### src/rtl/fir_pkg.sv
// Shared constants and helpers for the FIR chain and its downstream stages.
package fir_pkg;

   localparam int unsigned FIR_DATA_W = 8;

   // Ceiling log2; returns 0 for n <= 1.
   function automatic int unsigned clog2(input int unsigned n);
      int unsigned r;
      int unsigned v;
      r = 0;
      v = (n > 0) ? n - 1 : 0;
      while (v > 0) begin
         v = v >> 1;
         r = r + 1;
      end
      return r;
   endfunction

endpackage

### src/rtl/fir_decim_if.sv
// Sample stream in from the FIR and decimated valid/ready stream out.
interface fir_decim_if #(
   parameter int unsigned DATA_W = fir_pkg::FIR_DATA_W
);
   logic              in_valid;
   logic [DATA_W-1:0] in_data;
   logic              out_valid;
   logic              out_ready;
   logic [DATA_W-1:0] out_data;

   modport master (
      output in_valid, in_data, out_ready,
      input  out_valid, out_data
   );

   modport slave (
      input  in_valid, in_data, out_ready,
      output out_valid, out_data
   );
endinterface

### src/rtl/fir_fifo.sv
// Synchronous FIFO with a registered head word; a push into an empty FIFO
// becomes visible on the following cycle.
module fir_fifo import fir_pkg::*; #(
   parameter int unsigned DATA_W = FIR_DATA_W,
   parameter int unsigned DEPTH  = 4
) (
   input  logic                  clk,
   input  logic                  reset,
   input  logic                  push_i,
   input  logic [DATA_W-1:0]     wdata_i,
   input  logic                  pop_i,
   output logic                  full_o,
   output logic                  empty_o,
   output logic [clog2(DEPTH):0] level_o,
   output logic [DATA_W-1:0]     rdata_o
);
   localparam int unsigned PtrW = clog2(DEPTH);
   localparam int unsigned LvlW = PtrW + 1;

   logic [DATA_W-1:0] mem_q [DEPTH];
   logic [DATA_W-1:0] mem_d [DEPTH];
   logic [PtrW-1:0]   wr_ptr_q, wr_ptr_d, rd_ptr_q, rd_ptr_d;
   logic [LvlW-1:0]   level_q, level_d;
   logic [DATA_W-1:0] head_q, head_d;
   logic              do_push, do_pop;

   assign full_o  = (level_q == LvlW'(DEPTH));
   assign empty_o = (level_q == '0);
   assign level_o = level_q;
   assign rdata_o = head_q;

   always_comb begin
      mem_d    = mem_q;
      wr_ptr_d = wr_ptr_q;
      rd_ptr_d = rd_ptr_q;
      level_d  = level_q;
      head_d   = head_q;
      do_pop   = pop_i && !empty_o;
      do_push  = push_i && (!full_o || do_pop);
      if (do_push) begin
         mem_d[wr_ptr_q] = wdata_i;
         wr_ptr_d        = wr_ptr_q + PtrW'(1);
      end
      if (do_pop) begin
         rd_ptr_d = rd_ptr_q + PtrW'(1);
      end
      if (do_push && !do_pop) begin
         level_d = level_q + LvlW'(1);
      end else if (do_pop && !do_push) begin
         level_d = level_q - LvlW'(1);
      end
      // Head takes the new word when it becomes the only entry, else the next stored one.
      if (do_push && (empty_o || (do_pop && level_q == LvlW'(1)))) begin
         head_d = wdata_i;
      end else if (do_pop && level_q > LvlW'(1)) begin
         head_d = mem_q[rd_ptr_q + PtrW'(1)];
      end
   end

   always_ff @(posedge clk) begin
      if (reset) begin
         for (int i = 0; i < int'(DEPTH); i++) begin
            mem_q[i] <= '0;
         end
         wr_ptr_q <= '0;
         rd_ptr_q <= '0;
         level_q  <= '0;
         head_q   <= '0;
      end else begin
         mem_q    <= mem_d;
         wr_ptr_q <= wr_ptr_d;
         rd_ptr_q <= rd_ptr_d;
         level_q  <= level_d;
         head_q   <= head_d;
      end
   end
endmodule

### src/rtl/fir_decim.sv
// Block-average decimator: sums DECIM valid samples, rounds half-up and
// queues the mean for a stallable consumer, flagging results lost to a full FIFO.
module fir_decim import fir_pkg::*; #(
   parameter int unsigned DATA_W = FIR_DATA_W,
   parameter int unsigned DECIM  = 4,
   parameter int unsigned DEPTH  = 4
) (
   input  logic                  clk,
   input  logic                  reset,
   fir_decim_if.slave            bus,
   output logic [clog2(DEPTH):0] level,
   output logic                  overflow
);
   localparam int unsigned Log2D  = clog2(DECIM);
   localparam int unsigned AccW   = DATA_W + Log2D;
   localparam int unsigned PhaseW = Log2D;

   logic [AccW-1:0]   acc_q, acc_d, sum, rnd;
   logic [PhaseW-1:0] phase_q, phase_d;
   logic              overflow_q, overflow_d;
   logic [DATA_W-1:0] result, head;
   logic              produce, pop, full, empty;

   always_comb begin
      acc_d      = acc_q;
      phase_d    = phase_q;
      produce    = 1'b0;
      sum        = acc_q + AccW'(bus.in_data);
      rnd        = sum + AccW'(DECIM / 2);
      result     = DATA_W'(rnd >> Log2D);
      pop        = bus.out_valid && bus.out_ready;
      if (bus.in_valid) begin
         if (phase_q == PhaseW'(DECIM - 1)) begin
            produce = 1'b1;
            acc_d   = '0;
            phase_d = '0;
         end else begin
            acc_d   = sum;
            phase_d = phase_q + PhaseW'(1);
         end
      end
      // A pop on the same edge makes room, so only an unrelieved full FIFO drops.
      overflow_d = overflow_q || (produce && full && !pop);
   end

   always_ff @(posedge clk) begin
      if (reset) begin
         acc_q      <= '0;
         phase_q    <= '0;
         overflow_q <= 1'b0;
      end else begin
         acc_q      <= acc_d;
         phase_q    <= phase_d;
         overflow_q <= overflow_d;
      end
   end

   fir_fifo #(
      .DATA_W (DATA_W),
      .DEPTH  (DEPTH)
   ) u_fifo (
      .clk     (clk),
      .reset   (reset),
      .push_i  (produce),
      .wdata_i (result),
      .pop_i   (pop),
      .full_o  (full),
      .empty_o (empty),
      .level_o (level),
      .rdata_o (head)
   );

   assign bus.out_valid = !empty;
   assign bus.out_data  = head;
   assign overflow      = overflow_q;
endmodule

### src/flat_wrapper.sv
// flat-port wrapper written by rule: the top's interface ports become plain ports
module fir_decim_flat import fir_pkg::*;
#(
   parameter int unsigned DATA_W = FIR_DATA_W,
   parameter int unsigned DECIM  = 4,
   parameter int unsigned DEPTH  = 4
)
  (clk, reset, level, overflow, bus_in_valid, bus_in_data, bus_out_ready, bus_out_valid, bus_out_data);
  fir_decim_if #(.DATA_W(DATA_W)) bus_i ();
  input  logic clk;
  input  logic reset;
  output logic [clog2(DEPTH):0] level;
  output logic overflow;
  input wire logic [$bits(bus_i.in_valid)-1:0] bus_in_valid;
  input wire logic [$bits(bus_i.in_data)-1:0] bus_in_data;
  input wire logic [$bits(bus_i.out_ready)-1:0] bus_out_ready;
  output wire logic [$bits(bus_i.out_valid)-1:0] bus_out_valid;
  output wire logic [$bits(bus_i.out_data)-1:0] bus_out_data;
  assign bus_i.in_valid = bus_in_valid;
  assign bus_i.in_data = bus_in_data;
  assign bus_i.out_ready = bus_out_ready;
  assign bus_out_valid = bus_i.out_valid;
  assign bus_out_data = bus_i.out_data;
  fir_decim #(.DATA_W(DATA_W), .DECIM(DECIM), .DEPTH(DEPTH)) u_core (.clk(clk), .reset(reset), .bus(bus_i), .level(level), .overflow(overflow));
endmodule
### config.mk
export PLATFORM = sky130hd
export DESIGN_NAME = fir_decim_flat
export DESIGN_NICKNAME = d
export VERILOG_FILES = /design/src/rtl/fir_pkg.sv /design/src/rtl/fir_decim_if.sv /design/src/rtl/fir_fifo.sv /design/src/rtl/fir_decim.sv /design/src/flat_wrapper.sv
export SDC_FILE = /design/constraint.sdc
export NUM_CORES = 1
export LEC_CHECK = 0
export ABC_AREA = 1
export CAP_MARGIN = 0
export CORE_MARGIN = 2
export CORE_UTILIZATION = 55
export CTS_CLUSTER_SIZE = 20
export DETAILED_ROUTE_END_ITERATION = 8
export PLACE_DENSITY = 0.75
export SYNTH_ARGS = -nofsm -noshare
export SYNTH_HDL_FRONTEND = slang
export SYNTH_SLANG_ARGS = --single-unit
### constraint.sdc
create_clock -name clk -period 4.4 [get_ports clk]
set_input_delay 1.1 -clock clk [delete_from_list [all_inputs] [get_ports clk]]
set_output_delay 1.1 -clock clk [all_outputs]
set_load 0.01 [all_outputs]
Word-level counts from Yosys, hierarchy flattened --
Cells that the tools add are included.
Operators by class: mux-type cells 14, add/subtract/negate cells 7, reductions and logical operators 22, equal/unequal tests 3, bitwise gates (word level) 2, magnitude comparators 4
Operator list (number):
- $mux 8 | 5
- $bwmux 32 | 1
- $bmux 8 s2 | 1
- $demux 8 s2 | 1
- $logic_and 1x1->1 | 11
- $add 10x2->10 const B | 1
- $add 10x8->10 | 1
- $mux 10 | 1
- $add 2x1->2 const B | 3
- $ge 3x3->1 const B | 2
- $mux 3 | 2
- $not 2->3 | 2
- $logic_not 1->1 | 5
- $reduce_bool 2->1 | 2
- $add 3x1->3 const B | 1
- $eq 3x1->1 const B | 1
- $eq 3x3->1 const B | 1
- $gt 3x1->1 const B | 1
- $logic_not 3->1 | 1
- $logic_or 1x1->1 | 3
- $lt 3x1->1 const B | 1
- $sub 3x1->3 const B | 1
- $eq 2x2->1 const B | 1
- $mux 1 | 2
- $mux 2 | 1
Storage, ports and cells: word-level logic and storage cells 63, bits in registers 60

Longest topological paths before layout --
Gate-level depths: netlist of the first run.
word-level depth 10, gate-level depth with buffers 17, mapped depth without buffers 17

Hierarchy --
A second synthesis of the first run with hierarchy kept.
Unflattened totals: cell total of the unflattened synthesis 537, area total of the unflattened synthesis 3714.8 um2
By module, submodules not included:
- fir_fifo | times used 1, cells each 331, area an instance 2481.1 um2
- fir_decim | times used 1, cells each 206, area an instance 1233.7 um2

Worst setup path after synthesis of the first run --
OpenSTA, ideal clock, no wires.
path type in2reg, from input port bus_in_data[0], to register u_core.u_fifo.head_q[3], in the netlist u_core.u_fifo.rdata_o[3], required time 4326 ps, slack 1515 ps, library setup time 74 ps, arrival 2811 ps, stages on the path 13, path through ha_1 -> inv_1 -> fa_1 -> inv_1 -> nand2_1 -> nand2_1 -> inv_1 -> ha_1 -> nand3_1 -> nor2_4 -> xnor2_1 -> nand2_1 -> a31oi_1
On the way: longest elaborated chain between the ends 3
RTL lines:
- start: declaration | RTL line flat_wrapper.sv:15 | input wire logic [$bits(bus_i.in_data)-1:0] bus_in_data;
- $add 10x8->10 | RTL line fir_decim.sv:28 | sum = acc_q + AccW'(bus.in_data);
- $add 10x2->10 | RTL line fir_decim.sv:29 | rnd = sum + AccW'(DECIM / 2);
- $mux 8 | RTL line fir_fifo.sv:53 | if (do_push && (empty_o || (do_pop && level_q == LvlW'(1)))) begin
- end signal: assignment | RTL line fir_fifo.sv:68 | head_q <= '0;
- end signal: assignment | RTL line fir_fifo.sv:74 | head_q <= head_d;
- end: declaration | RTL line fir_fifo.sv:24 | logic [DATA_W-1:0] head_q, head_d;
Every way passes these cells. A chain may end at the register's enable or synchronous reset.

Worst setup path after layout of the first run --
Ends and elaborated chain as after synthesis.

==> results of run 1 <==
area by class of cell:
| type | instances | area [µm²] |
|---|---|---|
| clock inverters | 6 | 88.8 |
| inverters | 90 | 338 |
| multi-input cells | 352 | 1890 |
| well taps | 75 | 93.8 |
| clock buffers | 10 | 128 |
| flip-flops and latches | 60 | 1200 |
| repair buffers | 26 | 255 |
| fillers | 555 | 2030 |
cells in the final DEF, fill, tap and decap left out, types with 14 or more instances in the layout:
| cell | instances |
|---|---|
| nand2_1 | 131 |
| o21ai_0 | 43 |
| inv_1 | 88 |
| nand3_1 | 25 |
| clkdlybuf4s50_1 | 24 |
| nor2_1 | 32 |
| ha_1 | 19 |
| a21oi_1 | 38 |
| dfxtp_1 | 60 |
| o21bai_1 | 14 |
worst reg2reg max path, delay by kind of cell (launching register included):
family                     cells  cell delay (ns)
AOI/OAI and AO/OA              1             0.14
and+or+nand+nor                5             0.43
xor gates and xnor gates       1             0.34
buffers and inverters          3             0.23
adders and majority gates      3             0.81
DFF                            1             0.34
flip-flops by register name, indices dropped and copies added, names as in the netlist:
signal	cells
u_core.acc_q	10
u_core.phase_q	2
u_core.overflow	1
u_core.u_fifo.wr_ptr_q	2
u_core.u_fifo.rdata_o	8
u_core.u_fifo.rd_ptr_q	2
u_core.u_fifo.mem_q	32
u_core.u_fifo.level_o	3
per-stage QoR:
| step | utilization | instances | power, mW | setup slack (ns) | hold slack [ns] |
|---|---|---|---|---|---|
| floorplan | - | 514 | 0.986 | 1.51 | 0.429 |
| global placement | 0.627 | 603 | 1.14 | 0.887 | 0.439 |
| detailed placement | 0.627 | 603 | 1.15 | 0.828 | 0.448 |
| CTS | 0.663 | 619 | 1.70 | 1.16 | 0.459 |
| global route | 0.663 | 619 | 1.79 | 0.952 | 0.481 |
| finish | 0.663 | 619 | 1.69 | 1.16 | 0.455 |
metal layers:
layer	vias to the layer above	routed length, µm	track usage
met4	0	127	0.0850
met2	88	3760	0.394
li1	1689	-	-
met1	1532	4010	0.322
met3	13	366	0.0445
met5	-	0	0
path summary, 6_finish.rpt:
check | endpoint | depth (start not counted)
max | u_core.u_fifo.rdata_o[3]$_SDFFE_PP0P_ | 14
min | u_core.u_fifo.mem_q[24]$_SDFFE_PP0P_ | 2
max reg2reg | u_core.u_fifo.rdata_o[3]$_SDFFE_PP0P_ | 13
min reg2reg | u_core.u_fifo.mem_q[24]$_SDFFE_PP0P_ | 2
cells by family (layout without fill, tap and decap cells):
kind of cell / count (synthesis) / after routing / synth area share
xor+xnor: 5 / 5 / 0.0126
simple gates: 208 / 208 / 0.253
buf+inv: 102 / 132 / 0.111
fa+ha+maj: 20 / 20 / 0.0741
compound gates: 119 / 119 / 0.203
flops: 60 / 60 / 0.345
report_power, final:
| part | internal (mW) | switching (mW) |
|---|---|---|
| combinational | 0.187 | 0.347 |
| clock | 0.319 | 0.231 |
| sequential | 0.577 | 0.0328 |
| total | 1.08 | 0.611 |
==> run_results.csv, run 1 <==
group,metric,value,unit
run_status,status,"finished, final reports clean",
detailed_routing,ant_nets,0,
floorplan,num_io_pins,25,
detailed_routing,routed_wl,8.27,mm
floorplan,start_util,0.577,
hold_path,holdCritPathClass,"reg2reg",
sta,finalSetupViolCount,0,
synth,synthTopCellsByArea,"dfxtp_1, nand2_1, inv_1",
synth,yosys.area.top_type,"dfxtp_1",
clocking,clockBufferDepth,2,
detailed_routing,avgRoutedWirePerCell,13.4,µm
clocking,cts_hold_buf,0,
synth,synth.avg_cell_area,6.76,µm²
sta,hold_violations,0,
clocking,clk_pin_slew_worst_paths,0.07,ns
placed_design,gp_congestion,0.887,
synth,synth_area,0.00348,mm²
clocking,htree_num_levels,3,
detailed_routing,vias,3322,
sta,tns,0,ns
synth,synth-edff-count,0,
floorplan,fp-row-count,28,
clocking,cts_resized,0,
synth,yosysMostFrequentCell,"nand2_1",
setup_path,cp_cell_sequence,"clkdlybuf4s50_1 -> ha_1 -> inv_1 -> fa_1 -> inv_1 -> nand2_1 -> nand2_1 -> inv_1 -> ha_1 -> nand3_1 -> nor2_4 -> xnor2_1 -> nand2_1 -> a31oi_1",
detailed_routing,viasPerCell,5.37,
synth,ys_warn_count,0,
global_routing,antenna_found_initial,0,
synth,ys_seq_area_frac,0.345,
placed_design,place_area,0.00378,mm²
clocking,cts_tree,"done",
floorplan,dieArea,0.00697,mm²
run,maxCapViolCount,0,
setup_path,path_buf_inv,4,
setup_path,r2r_setup_slack,2.04,ns
detailed_routing,dr.pass1.iters,4,
detailed_routing,remaining_drc_errors,0,
layout,layout.nets,571,
synth,postSynth.asyncResetShare,0,
clocking,numCtsBuffers,9,
global_routing,grt_pass1_wl,13.7,mm
layout,fin_area,0.00399,mm²
setup_path,cp_max_fo,5,
synth,ys.flop_type,"dfxtp_1",
setup_path,critPathSlowestCell,"clkdlybuf4s50_1",
setup_path,max_stage_delay,0.46,ns
clocking,cts.sinks,60,
setup_path,crit_path_start_kind,"input pin",
synth,yosys.area.top_type_share,0.345,
layout,areaGrowthSynthToFinish,14.9,%
global_routing,grt.overflow.total,0,
synth,synth-seq-cells,60,
setup_path,required,4.66,ns
sta,timing.fmax,309,MHz
placed_design,numPortBuffers,24,
power,ir_drop,0.381,mV
clocking,cts_setup_buffers,0,
sta,finalCritPeriodShare,0.736,
clocking,root_buffer,"clkbuf_8",
global_routing,grt_max_degree,34,
clocking,clk_latency,0.34,ns
setup_path,critPathKind,"in2reg",
synth,syn_inst,514,
setup_path,r2r-start,"u_core.acc_q[0]$_SDFFE_PP0P_",
hold_path,worstHoldStart,"u_core.u_fifo.mem_q[24]$_SDFFE_PP0P_",
detailed_routing,drt_iter0_drc,213,
sta,slew_viol_final,0,
sta,fin_crit,3.24,ns
power,p_leak,1.93,nW
floorplan,dieWidth,83.5,µm
synth,yosysUniqueCellTypes,34,
placed_design,hpwl,5.95,mm
sta,tightest_slew,0.824,ns
setup_path,worstPathArrival,3.50,ns
layout,antenna_cells,0,
synth,syn_nets,546,
global_routing,grt_pass1_vias,3022,
synth,synth_common_cells,"nand2_1, inv_1, dfxtp_1",
floorplan,die_h,83.5,µm
floorplan,core-area,0.00603,mm²
layout,layout-drive-gt1-share,0.0790,
setup_path,startpoint,"bus_in_data[0]",
sta,timing.max_slew.rel_slack,0.449,
sta,fin_skew,0.0101,ns
power,powerDensity,424,mW/mm²
sta,rsz0062_at_grt,"no",
global_routing,grt_usage,0.242,
setup_path,crit_family,"adder cells",
setup_path,worstSetupEndpointType,"register",
Power figures use the tool's default switching activity.
==> inputs of run 2 (changes only) <==
--- a/config.mk
+++ b/config.mk
@@ -8,10 +8,10 @@
 export ABC_AREA = 1
 export CAP_MARGIN = 0
 export CORE_MARGIN = 2
-export CORE_UTILIZATION = 55
+export CORE_UTILIZATION = 53
 export CTS_CLUSTER_SIZE = 20
 export DETAILED_ROUTE_END_ITERATION = 8
-export PLACE_DENSITY = 0.75
+export PLACE_DENSITY = 0.76
 export SYNTH_ARGS = -nofsm -noshare
 export SYNTH_HDL_FRONTEND = slang
 export SYNTH_SLANG_ARGS = --single-unit
==> constraint.sdc (replaced) <==
create_clock -name clk -period 2.8 [get_ports clk]
set_input_delay 0.7 -clock clk [delete_from_list [all_inputs] [get_ports clk]]
set_output_delay 0.7 -clock clk [all_outputs]
set_load 0.01 [all_outputs]
==> run_results.csv, run 2 (same netlist as run 1, synthesis figures left out) <==
group,metric,value,unit
hold_path,holdCritPathClass,"reg2reg",
setup_path,crit_path_start_kind,"input pin",
clocking,root_buffer,"clkbuf_8",
setup_path,cp_max_fo,4,
floorplan,fp-row-count,29,
setup_path,crit_family,"simple AND/OR/NAND/NOR gates",
power,switching_power,0.983,mW
placed_design,hpwl,6.14,mm
setup_path,required,3.03,ns
layout,fill_cells,580,
clocking,htree_num_levels,3,
run,maxCapViolCount,0,
placed_design,numPortBuffers,24,
hold_path,holdPathStages,2,
setup_path,path_buf_inv,4,
sta,finalCritPeriodShare,0.968,
sta,timing.fmax,369,MHz
power,pwr-share-seq,0.359,
layout,final_cell_mix,"nand2_1, inv_1, dfxtp_1, o21ai_0, a21oi_1",
setup_path,critPathSlowestCell,"clkdlybuf4s50_1",
floorplan,num_io_pins,25,
setup_path,worstSetupEndpointType,"register",
placed_design,gp_congestion,0.959,
layout,areaGrowthSynthToFinish,19.3,%
clocking,numCtsBuffers,9,
setup_path,max_stage_delay,0.46,ns
detailed_routing,ant_nets,0,
floorplan,start_util,0.548,
sta,tightest_slew,0.722,ns
clocking,cts.sinks,60,
setup_path,r2r_cells,17,
floorplan,dieArea,0.00722,mm²
global_routing,antenna_found_initial,0,
sta,finalSetupViolCount,0,
layout,mostFrequentLayoutCell,"nand2_1",
detailed_routing,dr.pass1.iters,5,
clocking,clk_pin_slew_worst_paths,0.08,ns
setup_path,cp_cell_sequence,"clkdlybuf4s50_1 -> ha_2 -> inv_1 -> fa_2 -> inv_2 -> nand2_1 -> nand2_2 -> nand2_1 -> nand2_1 -> nand2_2 -> nor2_4 -> nand2_2 -> nor2_4 -> nand2_2 -> nand2_4 -> o21ai_2 -> nand2_1 -> inv_1",
placed_design,dp.cells,622,
power,internal-power,1.69,mW
sta,slew_viol_final,0,
setup_path,cp.depth,18,
power,ir_drop,0.518,mV
layout,layout-drive-gt1-share,0.127,
run_status,status,"finished, final reports clean",
clocking,cts_setup_buffers,0,
clocking,clockBufferDepth,2,
global_routing,grt_pass1_vias,3143,
floorplan,die_h,85.0,µm
placed_design,post-place-ws,-0.247,ns
clocking,cts_hold_buf,0,
sta,hold_violations,0,
global_routing,grt_pass1_wl,14.4,mm
layout,fin_cells,638,
detailed_routing,drt_iter0_drc,264,
sta,fin_skew,0.0121,ns
clocking,cts_tree,"done",
floorplan,dieWidth,85.0,µm
detailed_routing,remaining_drc_errors,0,
layout,antenna_cells,0,
power,p_leak,1.99,nW
clocking,cts_resized,0,
power,powerDensity,644,mW/mm²
setup_path,critPathKind,"in2reg",
global_routing,grt_max_degree,34,
global_routing,grt.overflow.total,0,
layout,final_core_util,0.653,
detailed_routing,vias,3424,
setup_path,worstPathArrival,2.94,ns
power,p_total,2.67,mW
detailed_routing,avgRoutedWirePerCell,13.7,µm
detailed_routing,viasPerCell,5.37,
layout,top_register,"u_core.u_fifo.mem_q",
sta,fin_crit,2.71,ns
power,comb_power_share,0.340,
sta,timing.max_slew.rel_slack,0.518,
layout,layout.nets,588,
power,power_frac_clock,0.301,
global_routing,grt_usage,0.248,
sta,fin_ws,0.0899,ns
detailed_routing,routed_wl,8.74,mm
floorplan,core-area,0.00635,mm²
layout,largest_reg_flops,32,
clocking,clk_latency,0.35,ns
power,swShare,0.368,
## run 2: worst reg2reg max path: cells and delay by family (launching register included)
kind | cells | cell delay, ns
simple gates | 11 | 1.04
flops | 1 | 0.33
buf+inv | 3 | 0.17
fa+ha+maj | 2 | 0.52
compound gates | 1 | 0.05
## run 2: through the flow
step                      TNS (ns)  area, µm²  hold slack (ns)
after floorplan                  0       3480            0.429
after global placement       -4.38       3910            0.443
after detailed placement     -6.32       3910            0.450
after CTS                        0       4110            0.461
after global routing        -0.112       4150            0.485
final                            0       4150            0.461
## run 2: layout make-up
type / count / area (µm²) / area share
multi-input combinational: 352 / 1930 / 0.465
timing repair buffer: 43 / 383 / 0.0923
clock inverter: 5 / 61.3 / 0.0148
clock buffer: 11 / 141 / 0.0341
inverter: 90 / 338 / 0.0814
tap: 77 / 96.3 / 0.0232
sequential: 60 / 1200 / 0.290
## run 2: layer usage
metal,vias to the layer above,global-route usage,share of wire
met1,1579,0.336,0.46
met5,-,0,0
met4,0,0.105,0.021
met2,102,0.392,0.46
met3,17,0.0399,0.054
li1,1726,-,-
## run 2: final timing paths
check / start / endpoint / slack, ns
max: bus_in_data[0] / u_core.u_fifo.mem_q[13]$_SDFFE_PP0P_ / 0.09
min: u_core.u_fifo.mem_q[24]$_SDFFE_PP0P_ / u_core.u_fifo.mem_q[24]$_SDFFE_PP0P_ / 0.46
max reg2reg: u_core.acc_q[0]$_SDFFE_PP0P_ / u_core.u_fifo.mem_q[13]$_SDFFE_PP0P_ / 0.58
min reg2reg: u_core.u_fifo.mem_q[24]$_SDFFE_PP0P_ / u_core.u_fifo.mem_q[24]$_SDFFE_PP0P_ / 0.46
## run 2: power groups by stage
stage / clock (mW) / combinational [mW] / sequential [mW]
2_1_floorplan: 0 / 0.573 / 0.976
3_3_place_gp: 0 / 0.861 / 0.974
3_5_place_dp: 0 / 0.879 / 0.975
4_1_cts: 0.817 / 0.888 / 0.957
5_1_grt: 0.849 / 1.01 / 0.964
6_report: 0.804 / 0.907 / 0.958
==> RTL change 1 (settings of run 2) <==
Reset style: asynchronous (`reset`), changed in 2 clocked blocks.
--- a/src/rtl/fir_fifo.sv
+++ b/src/rtl/fir_fifo.sv
@@ -57,7 +57,7 @@
       end
    end
 
-   always_ff @(posedge clk) begin
+   always_ff @(posedge clk or posedge reset) begin
       if (reset) begin
          for (int i = 0; i < int'(DEPTH); i++) begin
             mem_q[i] <= '0;
--- a/src/rtl/fir_decim.sv
+++ b/src/rtl/fir_decim.sv
@@ -43,7 +43,7 @@
       overflow_d = overflow_q || (produce && full && !pop);
    end
 
-   always_ff @(posedge clk) begin
+   always_ff @(posedge clk or posedge reset) begin
       if (reset) begin
          acc_q      <= '0;
          phase_q    <= '0;
Function: changed (Yosys sat finds a counterexample within 10 cycles, from zero or initial values and one cycle with reset high; the reset may be asserted at any time).
==> RTL change 1 against run 2 <==
Cell area is 1.1% lower; setup slack better by 74 ps; first-iteration DRC count is 9.8% lower; sequential cell count stayed put; synthesized area is 0.18% lower; count of clock-buffer cells in the layout is 1 lower; wire length is 9.4% lower; critical path type unchanged; highest routed layer unchanged.
Power is not compared: it rests on default switching activity, and its combinational part moved more than twofold at a synthesized area within 25%.
==> RTL change 1: results (changes against run 2) <==
outcome:
  status: "completed"
finish:
  nClkBuffers: 10  # -1
  area_delta_synth_final_pct: 18.1
  nFillCells: 527  # -9.1%
  multi_input_area_share_pct: 42.8  # -3.7 points
  drive_gt1_share_pct: 14.9  # +2.3 points
  fin_nets: 510  # -13%
  n_all_buffers: 40  # -7.0%
global_routing:
  grtUsageTotal_pct: 23.8  # -0.96 points
  grt_pass1_wl_um: 13600  # -5.7%
  first_global_vias: 2859  # -9.0%
  grtUsageMet2_pct: 37.4  # -1.8 points
  use_met1_pct: 33.3  # -0.35 points
  grt_max_degree: 25  # -26%
synthesis:
  yosys.cell_types.count: 32  # -5.9%
  synth_common_cells: "130 x nand2_1, 60 x dfrtp_1, 46 x inv_1, 36 x nand3_1, 34 x o21ai_0"
  synth_area_leaders: "dfrtp_1 43%, nand2_1 14%, ha_1 6.8%"
  syn_nets: 465  # -15%
timing:
  finClkSkew_ps: 8.01  # -4.10 ps
critical_path:
  arrival_ps: 2850  # -90 ps
  reg2reg_depth: 13  # -4
  max_stage_delay_ps: 400  # -60 ps
route:
  dr.first_iter.drc_count: 238  # -9.8%
  met2_length_um: 3710  # -7.9%
  met1Wirelength_um: 3700  # -8.7%
  viasPerCell: 5.44  # +1.4%
placement:
  hpwl_um: 5710  # -7.0%
  dpl_cell_area_sq_um: 3900  # about the same
-- RTL change 1: changes by cell type in the layout (fill, tap and decap cells not counted), sizes merged, moves of 3 or more --
cell	delta
a21oi	-36
dfxtp	-60
a22oi	+3
clkinvlp	-3
nand3	+16
clkinv	+6
nor2	-10
o21bai	-12
a22o	+4
xor2	+3
a31oi	-4
inv	-38
dfrtp	+60
buf	-3
-- RTL change 1: path summary, 6_finish.rpt --
check,to,slack (ps)
worst max-delay path,u_core.u_fifo.mem_q[21],160
worst min-delay path,u_core.u_fifo.mem_q[10],480
worst max register to register,u_core.u_fifo.mem_q[21],560
worst min register to register,u_core.u_fifo.mem_q[10],480
max in group asynchronous,u_core.u_fifo.mem_q[27],1400
min in group asynchronous,u_core.u_fifo.mem_q[23],720
-- RTL change 1: kinds of logic (layout without fill, tap and decap cells) --
logic type               count (synthesis)  after routing  share of synthesized area (%)
buffers and inverters                   61            110                           6.63
XOR/XNOR                                 7              7                           1.98
flip-flops                              60             60                           43.3
adder cells (fa/ha/maj)                 20             20                           7.43
AND/OR/NAND/NOR                        214            214                           27.8
AO/OA/AOI/OAI                           71             71                           12.9
-- RTL change 1: metrics by stage --
step	instances	setup WS, ps
after floorplan	433	312
after global placement	544	-134
after detailed placement	544	-207
after CTS	559	158
after global routing	559	22.1
final	559	163
-- RTL change 1: power groups by stage --
| stage | Sequential [W] | Combinational [W] | Clock [W] |
|---|---|---|---|
| 5_1_grt | 0.00158 | 0.00296 | 0.000798 |
| 4_1_cts | 0.00152 | 0.00259 | 0.000756 |
| 3_5_place_dp | 0.00154 | 0.00256 | 0 |
| 2_1_floorplan | 0.00149 | 0.00181 | 0 |
| 6_report | 0.00153 | 0.00262 | 0.000741 |
| 3_3_place_gp | 0.00152 | 0.00251 | 0 |
==> RTL change 2 (settings of run 2) <==
Made on the original files. `DECIM` is set to 4 in 2 places; all go to 3.
--- a/src/rtl/fir_decim.sv
+++ b/src/rtl/fir_decim.sv
@@ -2,7 +2,7 @@
 // queues the mean for a stallable consumer, flagging results lost to a full FIFO.
 module fir_decim import fir_pkg::*; #(
    parameter int unsigned DATA_W = FIR_DATA_W,
-   parameter int unsigned DECIM  = 4,
+   parameter int unsigned DECIM  = 3,
    parameter int unsigned DEPTH  = 4
 ) (
    input  logic                  clk,
--- a/src/flat_wrapper.sv
+++ b/src/flat_wrapper.sv
@@ -2,7 +2,7 @@
 module fir_decim_flat import fir_pkg::*;
 #(
    parameter int unsigned DATA_W = FIR_DATA_W,
-   parameter int unsigned DECIM  = 4,
+   parameter int unsigned DECIM  = 3,
    parameter int unsigned DEPTH  = 4
 )
   (clk, reset, level, overflow, bus_in_valid, bus_in_data, bus_out_ready, bus_out_valid, bus_out_data);
Check against the original RTL: not equivalent (Yosys sat finds a counterexample within 4 cycles, from zero or initial values and one cycle with reset high).
==> RTL change 2 against run 2 <==
Worst hold slack worse by 4.0 ps; sequential cell count unchanged; critical path depth decreased by 5; wire length down 3.6%; total power grew 0.58%; register-to-register slack got worse by 30 ps; non-clock buffer count grew 5; synthesized area shrank 0.22%; setup slack gained 100 ps; cell area decreased by 0.18%; global-route usage rose by 0.091 points.
==> RTL change 2: results (changes against run 2) <==
timing:
  layout_setup_ws_ps: 193  # +103 ps
  finClkSkew_ps: 6.52  # -5.59 ps
  slew_headroom_pct: 52.3  # +0.51 points
synthesis:
  synth_area_leaders: "dfxtp_1 35%, nand2_1 13%, inv_1 9.7%"
  yosys.cell_types.count: 37  # +8.8%
  synthFlopType: "dfxtp_1"
  synth_cells: 508  # -1.2%
  synth_common_cells: "121 x nand2_1, 90 x inv_1, 60 x dfxtp_1, 47 x a21oi_1, 45 x o21ai_0"
  syn_nets: 538  # -1.5%
route:
  routed_wl_um: 8420  # -3.6%
  dr.first_iter.drc_count: 212  # -20%
  wire_per_inst_um: 13.2  # -3.6%
  viasPerCell: 5.26  # -2.0%
  top_layer_used: "met4"
  met1Wirelength_um: 3970  # -2.0%
  met2_length_um: 3810  # -5.5%
  met3_length_um: 479  # +2.1%
placement:
  io_buffers: 24  # unchanged
  dp_worst_setup_slack_ps: -232  # +15.1 ps
  gp_congestion: 0.923  # -3.7%
  dp.cells: 621  # -0.16%
  hpwl_um: 6120  # -0.27%
global_routing:
  first_global_vias: 3129  # -0.45%
  use_met1_pct: 33.7  # +0.12 points
  grtUsageMet2_pct: 38.6  # -0.62 points
  grt_pass1_wl_um: 14400  # -0.15%
  grt_max_degree: 35  # +2.9%
  use_met3_pct: 5.54  # +1.6 points
  antenna_found_initial: 0  # unchanged
  grtUsageTotal_pct: 24.9  # +0.091 points
critical_path:
  cp-endpoint: "u_core.u_fifo.rdata_o[5]"
  r2r_setup_slack_ps: 550  # -30 ps
  r2r_end: "u_core.u_fifo.mem_q[14]"
  path_max_fanout: 5  # +1
  arrival_ps: 2840  # -100 ps
  crit_slowest_cell: "clkdlybuf4s50_1"
  reg2reg_depth: 13  # -4
  crit_start: "bus_in_data[1]"
cts:
  cts_root_buf: "clkbuf_8"
  cts_made_buffers: 9  # unchanged
  clock_latency_ps: 340
  max-clock-path-buffers: 2  # unchanged
pwr:
  pg_clk_w: 0.000786  # -2%
  switchingPower_w: 0.000980  # -0.35%
  leakagePower_nw: 2.07  # +3.7%
  power_top_consumer: "registers"
  powerComb_w: 0.000933  # +2.9%
  p_total_w: 0.00269  # +0.58%
outcome:
  status: "completed"
finish:
  drive_gt1_share_pct: 11.6  # -1.1 points
  fin_nets: 586  # -0.34%
hold_path:
  holdCritPathClass: "flip-flop to flip-flop"
## RTL change 2: cell count changes after synthesis, sizes merged, moves of 4 or more
cell / run 2 / this run
nand3: 28 / 34
inv: 90 / 94
nand2: 143 / 129
a21oi: 40 / 47
o21bai: 15 / 8
## RTL change 2: worst min-delay path, delay by kind of cell, from the launching register on
family,cells,cell delay (ps)
buffers and inverters,1,60
DFF,1,300
AOI/OAI and AO/OA,1,50
## RTL change 2: cell type report
cell class	instances	area (sq um)
sequential	60	1200
clock inverter	4	48.8
tap	77	96.3
inverter	96	360
fill	576	2210
timing repair buffer	48	423
multi-input combinational	341	1870
clock buffer	12	145
## RTL change 2: metrics by stage
stage / area, sq um / util (%)
6_report: 4140 / 65.2
2_1_floorplan: 3470 / -
3_5_place_dp: 3920 / 61.8
5_1_grt: 4140 / 65.2
3_3_place_gp: 3920 / 61.8
4_1_cts: 4120 / 64.8
## RTL change 2: worst min path at each step
stage / startpoint / endpoint / depth (start not counted) / slack [ps]
floorplan: u_core.u_fifo.mem_q[0] / u_core.u_fifo.mem_q[0] / 2 / 430
global placement: u_core.u_fifo.mem_q[16] / u_core.u_fifo.mem_q[16] / 2 / 440
detailed placement: u_core.u_fifo.mem_q[16] / u_core.u_fifo.mem_q[16] / 2 / 450
CTS: u_core.u_fifo.mem_q[16] / u_core.u_fifo.mem_q[16] / 2 / 460
global route: u_core.u_fifo.mem_q[16] / u_core.u_fifo.mem_q[16] / 2 / 490
finish: u_core.u_fifo.mem_q[0] / u_core.u_fifo.mem_q[0] / 2 / 460
## RTL change 2: cells by family after synthesis
family / after synthesis / synth area share [%]
flops: 60 / 34.6
compound gates: 117 / 18.2
fa+ha+maj: 18 / 6.71
simple gates: 201 / 27.0
xor+xnor: 5 / 1.48
buf+inv: 107 / 12.0
